## src/rtl/mips_pkg.sv

```systemverilog
// Shared encodings for the multi-cycle MIPS-subset core: opcodes, functs,
// ALU control codes, FSM states and the combinational ALU.
package mips_pkg;

   localparam logic [5:0] OP_RTYPE = 6'h00;
   localparam logic [5:0] OP_LW    = 6'h23;
   localparam logic [5:0] OP_SW    = 6'h2B;
   localparam logic [5:0] OP_BEQ   = 6'h04;
   localparam logic [5:0] OP_ADDI  = 6'h08;
   localparam logic [5:0] OP_J     = 6'h02;

   localparam logic [5:0] FN_ADD  = 6'h20;
   localparam logic [5:0] FN_SUB  = 6'h22;
   localparam logic [5:0] FN_AND  = 6'h24;
   localparam logic [5:0] FN_OR   = 6'h25;
   localparam logic [5:0] FN_NOR  = 6'h27;
   localparam logic [5:0] FN_SLT  = 6'h2A;
   localparam logic [5:0] FN_SLTU = 6'h2B;

   localparam logic [3:0] ALU_AND  = 4'b0000;
   localparam logic [3:0] ALU_OR   = 4'b0001;
   localparam logic [3:0] ALU_ADD  = 4'b0010;
   localparam logic [3:0] ALU_SUB  = 4'b0110;
   localparam logic [3:0] ALU_SLT  = 4'b0111;
   localparam logic [3:0] ALU_NOR  = 4'b1100;
   localparam logic [3:0] ALU_SLTU = 4'b1000;

   typedef enum logic [2:0] {
      FETCH,
      DECODE,
      EXECUTE,
      MEMORY,
      WRITEBACK,
      HALT
   } state_t;

   function automatic logic is_legal(input logic [5:0] op, input logic [5:0] funct);
      logic ok;
      ok = 1'b0;
      case (op)
         OP_RTYPE: ok = (funct == FN_ADD) || (funct == FN_SUB) || (funct == FN_AND) ||
                        (funct == FN_OR)  || (funct == FN_NOR) || (funct == FN_SLT) ||
                        (funct == FN_SLTU);
         OP_LW, OP_SW, OP_BEQ, OP_ADDI, OP_J: ok = 1'b1;
         default: ok = 1'b0;
      endcase
      return ok;
   endfunction

   // Non-R-type users of the ALU (addi, lw, sw) all need an add.
   function automatic logic [3:0] alu_ctrl(input logic [5:0] op, input logic [5:0] funct);
      logic [3:0] c;
      c = ALU_ADD;
      if (op == OP_RTYPE) begin
         case (funct)
            FN_SUB:  c = ALU_SUB;
            FN_AND:  c = ALU_AND;
            FN_OR:   c = ALU_OR;
            FN_NOR:  c = ALU_NOR;
            FN_SLT:  c = ALU_SLT;
            FN_SLTU: c = ALU_SLTU;
            default: c = ALU_ADD;
         endcase
      end
      return c;
   endfunction

   function automatic logic [31:0] alu(input logic [3:0] ctrl, input logic [31:0] a,
                                       input logic [31:0] b);
      logic [31:0] r;
      r = a + b;
      case (ctrl)
         ALU_AND:  r = a & b;
         ALU_OR:   r = a | b;
         ALU_SUB:  r = a - b;
         ALU_SLT:  r = {31'd0, ($signed(a) < $signed(b))};
         ALU_SLTU: r = {31'd0, (a < b)};
         ALU_NOR:  r = ~(a | b);
         default:  r = a + b;
      endcase
      return r;
   endfunction

endpackage

```

## src/rtl/regfile_sync.sv

```systemverilog
// 32 x 32 register file: two asynchronous read ports, one synchronous write
// port, asynchronous clear; register 0 always reads zero.
module regfile_sync (
   input  logic        clk,
   input  logic        reset,
   input  logic [4:0]  ra1,
   input  logic [4:0]  ra2,
   output logic [31:0] rd1,
   output logic [31:0] rd2,
   input  logic        we,
   input  logic [4:0]  wa,
   input  logic [31:0] wd
);

   logic [31:0] regs [32];

   // NOTE: this array is reset on purpose (architectural state must read zero),
   // which forces flops rather than a RAM macro; non-blocking keeps it race-free.
   always_ff @(posedge clk or posedge reset) begin
      if (reset) begin
         for (int i = 0; i < 32; i++) regs[i] <= '0;
      end else if (we && (wa != 5'd0)) begin
         regs[wa] <= wd;
      end
   end

   // Entry 0 is never written, so it stays at its reset value of zero.
   assign rd1 = regs[ra1];
   assign rd2 = regs[ra2];

endmodule

```

## src/rtl/multicycle_datapath.sv

```systemverilog
// Multi-cycle MIPS-subset core sharing one word memory for fetch and data
// through a strobe/ready handshake.
module multicycle_datapath
   import mips_pkg::*;
#(
   parameter int          ADDR_WIDTH = 7,
   parameter logic [31:0] RESET_PC   = 32'h0000_0000
) (
   input  logic                  clk,
   input  logic                  reset,
   output logic [ADDR_WIDTH-1:0] memAddr,
   output logic [31:0]           memWriteData,
   input  logic [31:0]           memReadData,
   output logic                  memRead,
   output logic                  memWrite,
   input  logic                  memReady,
   output logic [31:0]           pc,
   output logic                  halted
);

   state_t      state_q, state_d;
   logic [31:0] pc_q, ir, a, b, target, aluout, mdr;
   logic [31:0] rd1, rd2, sext_imm, alu_b, alu_res, wd;
   logic [5:0]  op, funct;
   logic [4:0]  rs, rt, rd, wa;
   logic        rf_we;

   assign op       = ir[31:26];
   assign rs       = ir[25:21];
   assign rt       = ir[20:16];
   assign rd       = ir[15:11];
   assign funct    = ir[5:0];
   assign sext_imm = {{16{ir[15]}}, ir[15:0]};

   assign alu_b   = (op == OP_RTYPE) ? b : sext_imm;
   assign alu_res = alu(alu_ctrl(op, funct), a, alu_b);

   assign rf_we = (state_q == WRITEBACK);
   assign wa    = (op == OP_RTYPE) ? rd : rt;
   assign wd    = (op == OP_LW) ? mdr : aluout;

   regfile_sync u_rf (
      .clk   (clk),
      .reset (reset),
      .ra1   (rs),
      .ra2   (rt),
      .rd1   (rd1),
      .rd2   (rd2),
      .we    (rf_we),
      .wa    (wa),
      .wd    (wd)
   );

   always_ff @(posedge clk or posedge reset) begin
      if (reset) state_q <= FETCH;
      else       state_q <= state_d;
   end

   always_ff @(posedge clk or posedge reset) begin
      if (reset) begin
         pc_q   <= RESET_PC;
         ir     <= '0;
         a      <= '0;
         b      <= '0;
         target <= '0;
         aluout <= '0;
         mdr    <= '0;
      end else begin
         case (state_q)
            FETCH: begin
               if (memReady) begin
                  ir   <= memReadData;
                  pc_q <= pc_q + 32'd4;
               end
            end
            DECODE: begin
               a      <= rd1;
               b      <= rd2;
               target <= pc_q + {sext_imm[29:0], 2'b00};
               if (op == OP_J) pc_q <= {pc_q[31:28], ir[25:0], 2'b00};
            end
            EXECUTE: begin
               aluout <= alu_res;
               if ((op == OP_BEQ) && (a == b)) pc_q <= target;
            end
            MEMORY: begin
               if (memReady && (op == OP_LW)) mdr <= memReadData;
            end
            default: ;
         endcase
      end
   end

   // Outputs decode from registered state only; reset gates the strobes so an
   // abandoned request drops immediately rather than at the next edge.
   // NOTE: every always_comb output gets a default first so no latch is inferred.
   always_comb begin
      state_d  = state_q;
      memRead  = 1'b0;
      memWrite = 1'b0;
      memAddr  = pc_q[ADDR_WIDTH+1:2];
      case (state_q)
         FETCH: begin
            memRead = 1'b1;
            if (memReady) state_d = DECODE;
         end
         DECODE: begin
            if (!is_legal(op, funct)) state_d = HALT;
            else if (op == OP_J)      state_d = FETCH;
            else                      state_d = EXECUTE;
         end
         EXECUTE: begin
            if ((op == OP_LW) || (op == OP_SW)) state_d = MEMORY;
            else if (op == OP_BEQ)              state_d = FETCH;
            else                                state_d = WRITEBACK;
         end
         MEMORY: begin
            memAddr  = aluout[ADDR_WIDTH+1:2];
            memRead  = (op == OP_LW);
            memWrite = (op == OP_SW);
            if (memReady) state_d = (op == OP_LW) ? WRITEBACK : FETCH;
         end
         WRITEBACK: state_d = FETCH;
         HALT:      state_d = HALT;
         default:   state_d = FETCH;
      endcase
      if (reset) begin
         memRead  = 1'b0;
         memWrite = 1'b0;
      end
   end

   assign memWriteData = b;
   assign pc           = pc_q;
   assign halted       = (state_q == HALT);

endmodule

```

## config.mk

```make
export PLATFORM = sky130hd
export DESIGN_NAME = multicycle_datapath
export DESIGN_NICKNAME = d
export VERILOG_FILES = /design/src/rtl/mips_pkg.sv /design/src/rtl/regfile_sync.sv /design/src/rtl/multicycle_datapath.sv
export SDC_FILE = /design/constraint.sdc
export NUM_CORES = 2
export LEC_CHECK = 0
export BUFFER_PORTS_ARGS = -buffer_cell sky130_fd_sc_hd__buf_2
export CELL_PAD_IN_SITES_DETAIL_PLACEMENT = 0
export CELL_PAD_IN_SITES_GLOBAL_PLACEMENT = 1
export CORE_MARGIN = 1
export CORE_UTILIZATION = 38
export CTS_BUF_LIST = sky130_fd_sc_hd__clkbuf_4 sky130_fd_sc_hd__clkbuf_8
export DETAILED_ROUTE_END_ITERATION = 8
export PLACE_DENSITY_LB_ADDON = 0.1
export SLEW_MARGIN = 20
export SYNTH_ARGS = -nofsm -noshare
export SYNTH_HDL_FRONTEND = slang
export SYNTH_HIERARCHICAL = 1
export SYNTH_SLANG_ARGS = --single-unit
```

## constraint.sdc

```tcl
create_clock -name clk -period 44.7 [get_ports clk]
set_clock_uncertainty 0.05 [all_clocks]
set_input_delay 11.175 -clock clk [delete_from_list [all_inputs] [get_ports clk]]
set_output_delay 11.175 -clock clk [all_outputs]
set_load 0.05 [all_outputs]
```

==> flow_results.org <==
** STA
- Least-Margin Pin Slew :: 1.15 ns
- Derived from the worst setup path, the maximum achievable clock frequency is 42.7 MHz.
- Fin. Hold Viols :: 0
- Final Cycle Share :: 52.4%
- Setup violations remaining at the end of the flow were counted as 0.
- Setup repair after global routing left no endpoint under its margin.
- Summed over all failing endpoints, the final setup total negative slack is 0 ns.
- Final min period :: 23.41 ns
- Remaining max-slew budget at the tightest pin :: 23.0%
- The total count of max-transition violations in the final report came to 0.

** Global route
- Overall global routing resource usage :: 27.4%
- For this run, global-route usage on met1 was measured as 37.7%.
- The initial antenna violation count was 14.
- The first global-routing pass estimated 388 mm of wire.
- Gr busiest metal :: met2
- The via count of the first global-routing pass came to 54,300.
- Global routing consumed, on the met2 layer, 44.0% of the routing resources.
- Maximum number of pins on one net before global-route repair :: 164
- Global routing consumed, on the met3 layer, 3.82% of the routing resources.
- Global routing finished with a remaining overflow of 0.

** Die
- Die Span Y :: 439 µm
- For this design the top-level I/O count stands at 109.
- Die ar. :: 0.193 mm²
- Die boundary width :: 439 µm
- In this run the standard cell core region covers 0.190 mm².
- Row generation in the floorplan step produced 160 rows.
- Initial core utilization :: 38.2%

** Critical path
- R2R Path End :: aluout[0]
- Walking the worst path, the cells encountered are buf_2 -> inv_8 -> and3_1 -> buf_2.
- Most Frequent Cell on Critical Path :: buf_2
- Of all nets on the critical path, the largest fanout is 55.
- Crit path launch :: reset
- Data on the critical path is required at its endpoint by 33.47 ns.
- Cell at the slowest stage of the critical path :: inv_8
- STA classifies the critical path endpoint as an output port.
- Across all register-to-register paths, the minimum setup slack is 38.31 ns.
- The worst setup path is launched from a primary input.
- STA puts the critical path data arrival time at 12.18 ns.
- Delay of the slowest cell on the worst path :: 0.31 ns
- Worst Setup Path Type :: primary input to output port
- Startpoint of the most critical register-to-register path :: ir[29]
- Reg2reg path depth :: 16

** Logic synthesis
- Warnings, synthesis :: 6
- After synthesis, the share of flip-flops with an asynchronous set or reset is 100%.
- Area of the mapped netlist :: 0.0727 mm²
- Post-synthesis sequential element count :: 1,251
- The average instance in the mapped netlist occupies 11.0 µm².
- Number of flops mapped to enable cells by yosys :: 0
- In the synthesized netlist the dominant register cell turns out to be dfrtp_1.
- The synthesized netlist contains 86 unique library cells.
- Synth Net Count :: 6,786
- Sequential share of the synthesized area :: 43.1%
- Synthesis produced a netlist whose cell count is 6,621.

** Flow run
- The tool flagged a number of max-cap violations equal to 0.

** Worst hold path
- Number of cells on the worst hold path :: 0
- The startpoint identified for the worst hold timing path is u_rf/regs[1015].
- Class of the tightest hold or removal check :: flop to flop
- The worst hold path terminates at u_rf/regs[1015].

** CTS
- Num CTS Buffers :: 228
- Clock tree from TritonCTS :: built
- Counting along the longest clock path gives a buffer depth of 3.
- # hold bufs at CTS :: 0
- The tree is rooted in a clkbuf_8.
- In this run the number of H-tree levels came out at 4.
- After clock tree synthesis, the repair step resized 0 gates.
- Num Clock Sinks :: 1,251
- Clock latency of the later-clocked register in the worst-skew pair :: 1.00 ns
- Buffers inserted by post-CTS timing repair :: 0
- Clock-pin slew was measured on the worst setup and hold paths at 0.05 ns.

** Pwr
- Leakage dissipation :: 38.6 nW
- Power Density :: 75.3 mW/mm²
- Worst vdd rail ir drop :: 0.0000502 V

** Finish
- Most common cell after layout, fill and taps aside :: dfrtp_1
- Net total in the final layout :: 6,679
- The finished layout holds 9,226 standard cells, fillers aside.
- Layout cells sized above 1 :: 27.1%
- Area growth from synthesis to layout :: 10.2%
- Leaving out fill and tap cells, the most frequent cells in the layout are 1,248 x dfrtp_1, 1,043 x mux2_2, 1,029 x mux2i_1.

** Route
- Count of antenna-violating nets left after detailed routing :: 0
- Routed len/inst :: 28.9 µm
- The first detailed-routing pass took 8 iterations.
- For this run, design rule violations remaining after detail routing come to 0.
- For this block, the routed nets add up to 267 mm of wire.
- The detailed router finished its first iteration with 4,130 violations.
- The detailed router placed 53,700 vias in this run.
- Dividing the detail-routed via count by the number of cells gives 5.82.

** Placement
- Once placement completed, the tool counted placed cells totaling 8,795.
- The count of buffers added on input and output ports is 108.
- Detailed placement ended at an HPWL of 155 mm.
- At the end of routability-driven placement, the weighted congestion stood at 0.858.

** Outcome
- Outcome :: finished, final reports clean
-- how the worst max path moves through the flow --
stage,depth (start not counted),slack (ns),to
2_1_floorplan,1,4.66,u_rf/regs[0]
4_1_cts,4,21.23,memRead
5_1_grt,4,21.20,memRead
3_3_place_gp,4,21.28,memRead
3_5_place_dp,4,21.24,memRead
6_report,4,21.29,memRead
-- layer usage --
metal  part of all wire (%)  wire length (µm)
met3                    4.7             12600
met4                    3.4              8980
met2                     46            123000
met5                      0                 0
met1                     46            122000
-- power by group --
part / switching, mW / total (mW) / internal, mW
sequential: 0.287 / 1.71 / 1.42
combinational: 1.99 / 3.08 / 1.09
clock: 0.527 / 1.23 / 0.705
total: 2.80 / 6.02 / 3.22
-- worst max-delay path, delay by kind of cell --
kind          cells  cell delay, ns
simple gates      1            0.25
buf+inv           3            0.75
-- final cells by class --
class	instances	area [µm²]
repair buffers	248	1720
well taps	2511	3140
diodes	7	17.5
fillers	18400	110000
multi-input cells	4675	38200
clock buffers	373	4700
flip-flops and latches	1251	31300
inverters	110	428
clock inverters	51	500
-- cells by family (layout without fill, tap and decap cells) --
family	Yosys count	in the layout	synth area share, %
multiplexers	2110	2110	30.9
flip-flops	1251	1251	43.1
AND/OR/NAND/NOR	1202	1202	7.52
AO/OA/AOI/OAI	1132	1132	10.4
buffers and inverters	695	782	4.61
adder cells (fa/ha/maj)	130	130	2.27
XOR/XNOR	101	101	1.22
other	0	7	0
-- cells in the mapped netlist (16+ instances only) --
cell type	instances	area, µm²
buf_4	69	518
buf_2	112	561
mux2i_1	1029	10300
nor2_1	166	623
a31oi_1	93	582
buf_6	45	507
ha_1	127	1590
nor2_4	16	180
o21ai_0	190	951
clkbuf_1	322	1210
dfrtp_1	1251	31300
and3_1	20	125
mux2_1	38	428
a22o_1	129	1130
nand3_1	230	1150
o21bai_1	16	120
a221oi_1	26	228
nor3_1	91	455
nand2b_1	19	119
a21o_1	42	315
buf_1	37	139
xor2_1	31	272
a22oi_1	210	1580
xnor2_1	70	613
mux2_2	1043	11700
nand2_1	559	2100
inv_1	110	413
a21oi_1	290	1450
-- state kept, by name, summed over array words and instances (netlist names) --
register	flops
aluout	32
memWriteData	32
state_q	3
ir	32
target	32
pc	32
a	32
u_rf/regs	1024
mdr	32
-- stage by stage --
step / setup slack, ns / total power [mW] / util [%] / instance area, µm² / hold WS (ns)
6_report: 21.29 / 6.02 / 42.1 / 80100 / 0.345
5_1_grt: 21.20 / 6.35 / 42.1 / 80000 / 0.363
4_1_cts: 21.23 / 6.03 / 42.1 / 80000 / 0.351
3_5_place_dp: 21.24 / 4.77 / 39.4 / 74800 / 0.338
3_3_place_gp: 21.28 / 4.76 / 39.4 / 74800 / 0.334
2_1_floorplan: 4.66 / 3.71 / - / 72700 / 0.396
(Power assumes the default switching activity.)
